**src/rtl/pwm_moto_ctrl.sv**
```systemverilog
// pwm_moto_ctrl: multi-channel PWM H-bridge motor controller.
//
// One shared period counter drives CH PWM comparators. New period, duty,
// direction and enable settings are captured into shadow registers on a
// load strobe. They become active only at the next counter wrap, so a
// PWM period is never cut short by a settings change. Each channel has an
// IDLE/RUN/DEAD state machine. On a direction reversal it inserts DEAD
// cycles of "both sides off", so the two halves of the bridge are never
// driven together.
//
// Optional feature macro: PWM_MOTO_RAMP_EN
//   defined   - the effective duty steps by one count per period toward the
//               programmed duty (soft start / soft stop). It restarts from
//               zero whenever a channel leaves RUN.
//   undefined - the effective duty is the programmed duty (no ramp logic).

module pwm_moto_ctrl #(
  parameter int CH   = 2,
  parameter int CW   = 8,
  parameter int DEAD = 4
) (
  input  logic             sys_clk,
  input  logic             sys_rst_n,
  input  logic [CW-1:0]    period,
  input  logic [CH*CW-1:0] duty,
  input  logic [CH-1:0]    dir,
  input  logic [CH-1:0]    en,
  input  logic             load,
  output logic             load_ack,
  output logic [CH-1:0]    moto_a,
  output logic [CH-1:0]    moto_b,
  output logic             led
);

  typedef enum logic [1:0] {
    ST_IDLE = 2'd0,
    ST_RUN  = 2'd1,
    ST_DEAD = 2'd2
  } state_t;

  // Dead-time counter start value; the counter runs DEAD-1 down to 0.
  localparam logic [7:0] DEAD_LAST = 8'(DEAD - 1);

  // Shared counter and the wrap / apply events derived from it.
  logic [CW-1:0]    cnt;
  logic             wrap;
  logic             apply;

  // Shadow (software-visible) and active (in-use) settings.
  logic [CW-1:0]    period_sh;
  logic [CH*CW-1:0] duty_sh;
  logic [CH-1:0]    dir_sh;
  logic [CH-1:0]    en_sh;
  logic             pending;

  logic [CW-1:0]    period_act;
  logic [CH*CW-1:0] duty_act;
  logic [CH-1:0]    dir_act;
  logic [CH-1:0]    en_act;

  // The active settings as they will be after the current clock edge.
  // The FSMs look at these so a channel changes state on the same edge
  // that the new settings take effect.
  logic [CH-1:0]    dir_new;
  logic [CH-1:0]    en_new;

  // Duty value that the comparators actually use.
  logic [CH*CW-1:0] duty_eff;

  // Per-channel state machine registers.
  state_t           state_q [CH];
  state_t           state_d [CH];
  logic [7:0]       dead_q  [CH];
  logic [7:0]       dead_d  [CH];
  logic [CH-1:0]    dir_cur_q;
  logic [CH-1:0]    dir_cur_d;

  // Combinational PWM and drive values ahead of the output registers.
  logic [CH-1:0]    pwm_raw;
  logic [CH-1:0]    drive_a;
  logic [CH-1:0]    drive_b;

  assign wrap    = (cnt == period_act);
  assign apply   = wrap & pending;
  assign dir_new = apply ? dir_sh : dir_act;
  assign en_new  = apply ? en_sh  : en_act;

  // Shared period counter: counts 0..period_act. A period of zero keeps it at 0.
  always_ff @(posedge sys_clk) begin
    if (!sys_rst_n) begin
      cnt <= '0;
    end else if (wrap) begin
      cnt <= '0;
    end else begin
      cnt <= cnt + CW'(1);
    end
  end

  // Shadow capture on load. A later load overwrites an earlier one that has not been applied yet.
  always_ff @(posedge sys_clk) begin
    if (!sys_rst_n) begin
      period_sh <= '0;
      duty_sh   <= '0;
      dir_sh    <= '0;
      en_sh     <= '0;
    end else if (load) begin
      period_sh <= period;
      duty_sh   <= duty;
      dir_sh    <= dir;
      en_sh     <= en;
    end
  end

  // Pending flag: set by load, cleared at the wrap that applies it. A load coincident with wrap stays pending.
  always_ff @(posedge sys_clk) begin
    if (!sys_rst_n) begin
      pending <= 1'b0;
    end else if (load) begin
      pending <= 1'b1;
    end else if (wrap) begin
      pending <= 1'b0;
    end
  end

  // Shadow-to-active transfer at wrap, with a one-cycle acknowledge pulse.
  always_ff @(posedge sys_clk) begin
    if (!sys_rst_n) begin
      period_act <= '0;
      duty_act   <= '0;
      dir_act    <= '0;
      en_act     <= '0;
      load_ack   <= 1'b0;
    end else begin
      load_ack <= apply;
      if (apply) begin
        period_act <= period_sh;
        duty_act   <= duty_sh;
        dir_act    <= dir_sh;
        en_act     <= en_sh;
      end
    end
  end

  // Per-channel state register.
  always_ff @(posedge sys_clk) begin
    if (!sys_rst_n) begin
      dir_cur_q <= '0;
      for (int i = 0; i < CH; i++) begin
        state_q[i] <= ST_IDLE;
        dead_q[i]  <= '0;
      end
    end else begin
      dir_cur_q <= dir_cur_d;
      for (int i = 0; i < CH; i++) begin
        state_q[i] <= state_d[i];
        dead_q[i]  <= dead_d[i];
      end
    end
  end

  // Per-channel next-state logic. A reversal in RUN goes through DEAD. In DEAD the
  // direction is not re-examined until the interval ends, so further loads can
  // neither shorten nor restart it.
  always_comb begin
    dir_cur_d = dir_cur_q;
    for (int i = 0; i < CH; i++) begin
      state_d[i] = state_q[i];
      dead_d[i]  = dead_q[i];
      case (state_q[i])
        ST_IDLE: begin
          dir_cur_d[i] = dir_new[i];
          if (wrap && en_new[i]) begin
            state_d[i] = ST_RUN;
          end
        end
        ST_RUN: begin
          if (!en_new[i]) begin
            state_d[i] = ST_IDLE;
          end else if (dir_new[i] != dir_cur_q[i]) begin
            state_d[i] = ST_DEAD;
            dead_d[i]  = DEAD_LAST;
          end
        end
        ST_DEAD: begin
          if (!en_new[i]) begin
            state_d[i] = ST_IDLE;
          end else if (dead_q[i] == 8'd0) begin
            state_d[i]   = ST_RUN;
            dir_cur_d[i] = dir_new[i];
          end else begin
            dead_d[i] = dead_q[i] - 8'd1;
          end
        end
        default: begin
          state_d[i] = ST_IDLE;
        end
      endcase
    end
  end

`ifdef PWM_MOTO_RAMP_EN
  logic [CH*CW-1:0] duty_new;
  logic [CH*CW-1:0] duty_eff_q;
  logic [CH*CW-1:0] duty_eff_d;

  assign duty_new = apply ? duty_sh : duty_act;
  assign duty_eff = duty_eff_q;

  // Ramp step: one count per wrap toward the target. The value is forced to zero outside RUN.
  always_comb begin
    duty_eff_d = duty_eff_q;
    for (int i = 0; i < CH; i++) begin
      if (state_d[i] != ST_RUN) begin
        duty_eff_d[i*CW +: CW] = '0;
      end else if (wrap) begin
        if (duty_eff_q[i*CW +: CW] < duty_new[i*CW +: CW]) begin
          duty_eff_d[i*CW +: CW] = duty_eff_q[i*CW +: CW] + CW'(1);
        end else if (duty_eff_q[i*CW +: CW] > duty_new[i*CW +: CW]) begin
          duty_eff_d[i*CW +: CW] = duty_eff_q[i*CW +: CW] - CW'(1);
        end
      end
    end
  end

  // Ramp register.
  always_ff @(posedge sys_clk) begin
    if (!sys_rst_n) begin
      duty_eff_q <= '0;
    end else begin
      duty_eff_q <= duty_eff_d;
    end
  end
`else
  assign duty_eff = duty_act;
`endif

  // PWM comparators and side selection. Only RUN drives, and only on the dir_cur side,
  // so a and b can never both be high.
  always_comb begin
    pwm_raw = '0;
    drive_a = '0;
    drive_b = '0;
    for (int i = 0; i < CH; i++) begin
      pwm_raw[i] = en_act[i] && (cnt < duty_eff[i*CW +: CW]);
      if (state_q[i] == ST_RUN) begin
        drive_a[i] = pwm_raw[i] & ~dir_cur_q[i];
        drive_b[i] = pwm_raw[i] &  dir_cur_q[i];
      end
    end
  end

  // Registered bridge drive and activity LED.
  always_ff @(posedge sys_clk) begin
    if (!sys_rst_n) begin
      moto_a <= '0;
      moto_b <= '0;
      led    <= 1'b0;
    end else begin
      moto_a <= drive_a;
      moto_b <= drive_b;
      led    <= |(drive_a | drive_b);
    end
  end

endmodule

```
**config.mk**
```make
export PLATFORM = sky130hd
export DESIGN_NAME = pwm_moto_ctrl
export DESIGN_NICKNAME = d
export VERILOG_FILES = /design/src/rtl/pwm_moto_ctrl.sv
export SDC_FILE = /design/constraint.sdc
export NUM_CORES = 1
export LEC_CHECK = 0
export CORE_MARGIN = 4
export CORE_UTILIZATION = 57
export CTS_BUF_LIST = sky130_fd_sc_hd__clkbuf_16
export DETAILED_ROUTE_END_ITERATION = 10
export PLACE_DENSITY = 0.9
export SYNTH_ARGS = -nofsm -noshare
export SYNTH_HDL_FRONTEND = slang
export SYNTH_SLANG_ARGS = --single-unit
```
**constraint.sdc**
```tcl
create_clock -name sys_clk -period 2.97 [get_ports sys_clk]
set_input_delay 0.891 -clock sys_clk [delete_from_list [all_inputs] [get_ports sys_clk]]
set_output_delay 0.891 -clock sys_clk [all_outputs]
set_load 0.02 [all_outputs]
```
==> flow_summary.json <==
{
  "status": "complete, no violations",
  "p_clk_share_pct": 39.3,
  "synth_top_cell_by_area": "dfxtp_1",
  "p_seq_share_pct": 46.9,
  "p_int_mw": 2.13,
  "cts.sinks": 93,
  "power_density_nw_per_um2": 590,
  "clock_path_buffers": 2,
  "max_freq_ghz": 0.392,
  "avgViaCountPerCell": 5.50,
  "yosysUniqueCellTypes": 53,
  "die_h_um": 93.6,
  "final_util_pct": 70.8,
  "finalNonFillerCells": 618,
  "dp_hpwl_um": 6030,
  "numCtsBuffers": 9,
  "critPathMaxStageDelay_ns": 0.47,
  "hold_start": "duty_act[9]",
  "row_count": 30,
  "r2r_end": "state_q[0][2]",
  "endpoint_kind": "flip-flop",
  "comb_power_share_pct": 13.8,
  "drtIter0Drc": 157,
  "ant_nets": 0,
  "yosysSeqAreaShare_pct": 44.6,
  "layout-drive-gt1-share_pct": 5.94,
  "hp-class": "flip-flop to flip-flop",
  "drtPass1Iterations": 4,
  "crit_arrival_ns": 2.82,
  "ios": 37,
  "finalHoldViolations": 0,
  "setup_tns_ns": 0,
  "maxCapViolCount": 0,
  "netSwitchingFraction_pct": 26.4,
  "whs_endpoint": "duty_act[9]",
  "gp_congestion": 0.905,
  "r2r_cells": 8,
  "cts_resized": 0,
  "rrSetupSlack_ns": 0.42,
  "hold_depth": 2,
  "antenna_found_initial": 0,
  "syn_area_um2": 4170,
  "die_area_um2": 8750,
  "core-area_um2": 6940,
  "startpoint_type": "flip-flop",
  "drc": 0,
  "htree_levels": 3,
  "ys_top_cells_by_area": "dfxtp_1 45%, mux2i_1 7.9%, nor2_1 6.2%, nand2_1 6.0%, ha_1 5.4%",
  "wl_per_cell_um": 13.8,
  "synth_edf_count": 0,
  "p_leak_nw": 1.95,
  "finalCritPeriodShare_pct": 85.9,
  "holdBufCountCts": 0,
  "power.switching_mw": 0.766,
  "ys_warn_count": 0,
  "synth_nets": 533,
  "clk_pin_slew_ns": 0.07,
  "yosys_most_used_dff": "dfxtp_1",
  "max_slew_margin_pct": 72.4,
  "critPathMaxFanout": 19,
  "fin_area_um2": 4920,
  "grt_usage_pct": 21.1,
  "cts_setup_buffers": 0,
  "grt_pass1_wl_um": 15000,
  "required_ns": 3.24,
  "drv_slew": 0,
  "grt_start_max_net_pins": 33,
  "grt.overflow.total": 0,
  "diodes": 0,
  "cts_tree": "built",
  "ir_drop_uv": 389,
  "fin_skew_ns": 0.00514,
  "slowest_stage": "dfxtp_1",
  "synth_area_per_cell_um2": 8.62,
  "tightest_slew_ns": 0.406,
  "crit_type": "flip-flop to flip-flop",
  "final_nets": 566,
  "area_delta_synth_final_pct": 17.8,
  "portBuffers": 36,
  "initial_core_util_pct": 60.1,
  "postSynthCellCount": 484,
  "timing.rr.start": "cnt[2]",
  "grt_pass1_vias": 3419,
  "ys_ff_latch": 93,
  "yosysTopAreaCellShare_pct": 44.6,
  "crit_path_cell_trace": "xor2_1 > nor4_2 > and4_1 > buf_4 > mux2i_1 > xnor2_1 > or3_1 > a21oi_1",
  "placed_cells": 602,
  "clk_latency_ns": 0.33,
  "power_mw": 2.90,
  "rsz0062_at_grt": "no",
  "wl_um": 8550,
  "cts_root_buf": "clkbuf_16",
  "setup_violations": 0,
  "fin_crit_ns": 2.55,
  "dieWidth_um": 93.6,
  "dpl_cell_area_um2": 4620,
  "num_vias": 3396,
  "async_reset_ff_share_pct": 0
}
worst max-delay path, delay by kind of cell, from the launching register on:
family	cells	cell delay (ns)
xor+xnor	2	0.25
compound gates	1	0.14
mux	1	0.32
flops	1	0.47
buf+inv	1	0.27
simple gates	3	1.02
per-stage QoR:
stage               setup WS, ns  hold slack [ns]
finish                     0.420            0.450
detailed placement         0.480            0.445
global placement           0.603            0.441
global route               0.273            0.475
floorplan                  0.787            0.432
CTS                        0.433            0.453
routing by layer:
metal  routed length (um)  vias to the layer above  track usage [%]
met5                    0                        -                0
met4                  129                        0             6.50
met3                  405                       14             5.71
met2                 4320                       82             37.9
met1                 3700                     1579             24.2
li1                     -                     1721                -
final cells by class:
class / count / area (um^2)
clock buffers: 9 / 225
inverters: 23 / 86.3
flip-flops and latches: 93 / 1860
well taps: 96 / 120
fillers: 519 / 2030
clock inverters: 7 / 72.6
multi-input cells: 347 / 2130
repair buffers: 43 / 420
power by group through the flow:
| stage | combinational (mW) | sequential [mW] | clock (mW) |
|---|---|---|---|
| final | 0.400 | 1.36 | 1.14 |
| after global placement | 0.381 | 1.38 | 0 |
| after CTS | 0.402 | 1.36 | 1.16 |
| after detailed placement | 0.396 | 1.39 | 0 |
| after global routing | 0.447 | 1.37 | 1.22 |
| after floorplan | 0.288 | 1.37 | 0 |
layout by cell type (no fill, tap or decap), types with 5 or more instances in the layout:
| cell | n |
|---|---|
| dfxtp_1 | 93 |
| nor2_1 | 69 |
| nand2_1 | 67 |
| a21oi_1 | 38 |
| clkdlybuf4s50_1 | 35 |
| mux2i_1 | 33 |
| inv_1 | 22 |
| ha_1 | 18 |
| xor2_1 | 13 |
| nand3_1 | 13 |
| clkbuf_16 | 9 |
| o21ai_1 | 6 |
| a21o_1 | 6 |
| a31oi_1 | 6 |
| buf_4 | 6 |
| nor3_1 | 5 |
| nand2b_1 | 5 |
| o21ai_0 | 5 |
Yosys cell counts, types with 2 or more instances:
cell type and n:
nand4_1 4, nand2_1 67, xnor2_1 3, a31oi_1 6, dfxtp_1 93, and2_1 4
a32oi_1 2, a21boi_1 2, buf_1 4, xor2_1 13, clkbuf_1 14, nand3_1 13
nand2b_1 5, mux2i_1 33, o21ai_0 5, nor3b_1 3, ha_1 18, nor2_1 69
a21o_1 6, o21ai_1 6, or2_1 2, nor4_1 2, nand4b_1 3, nor4b_1 2
a21oi_1 38, nor3_1 5, or3_1 3, a211oi_1 3, buf_6 2, o2111ai_1 2
o32ai_1 2, and3_1 4, nor2b_1 4, inv_1 23
registers in the layout, summed over array words and instances (netlist names):
name and flops:
state_q 4, pending 1, led 1, dir_cur_q 2, moto_a 2, moto_b 2
duty_act 16, period_act 8, load_ack 1, dir_act 2, duty_sh 16, en_sh 2
period_sh 8, en_act 2, dead_q 16, dir_sh 2, cnt 8
cell families after synthesis:
family | synth area share [%]
simple gates | 21.7
flops | 44.6
compound gates | 12.0
buf+inv | 4.35
mux | 8.61
fa+ha+maj | 5.40
xor+xnor | 3.36
how the worst max path moves through the flow:
| stage | from | slack (ns) | end |
|---|---|---|---|
| 2_1_floorplan | load | 0.79 | duty_sh[0] |
| 5_1_grt | cnt[3] | 0.27 | state_q[0][2] |
| 6_report | cnt[2] | 0.42 | state_q[0][2] |
| 3_5_place_dp | cnt[3] | 0.48 | state_q[0][2] |
| 3_3_place_gp | cnt[3] | 0.60 | state_q[0][2] |
| 4_1_cts | cnt[3] | 0.43 | state_q[0][2] |
(Power assumes the default switching activity.)
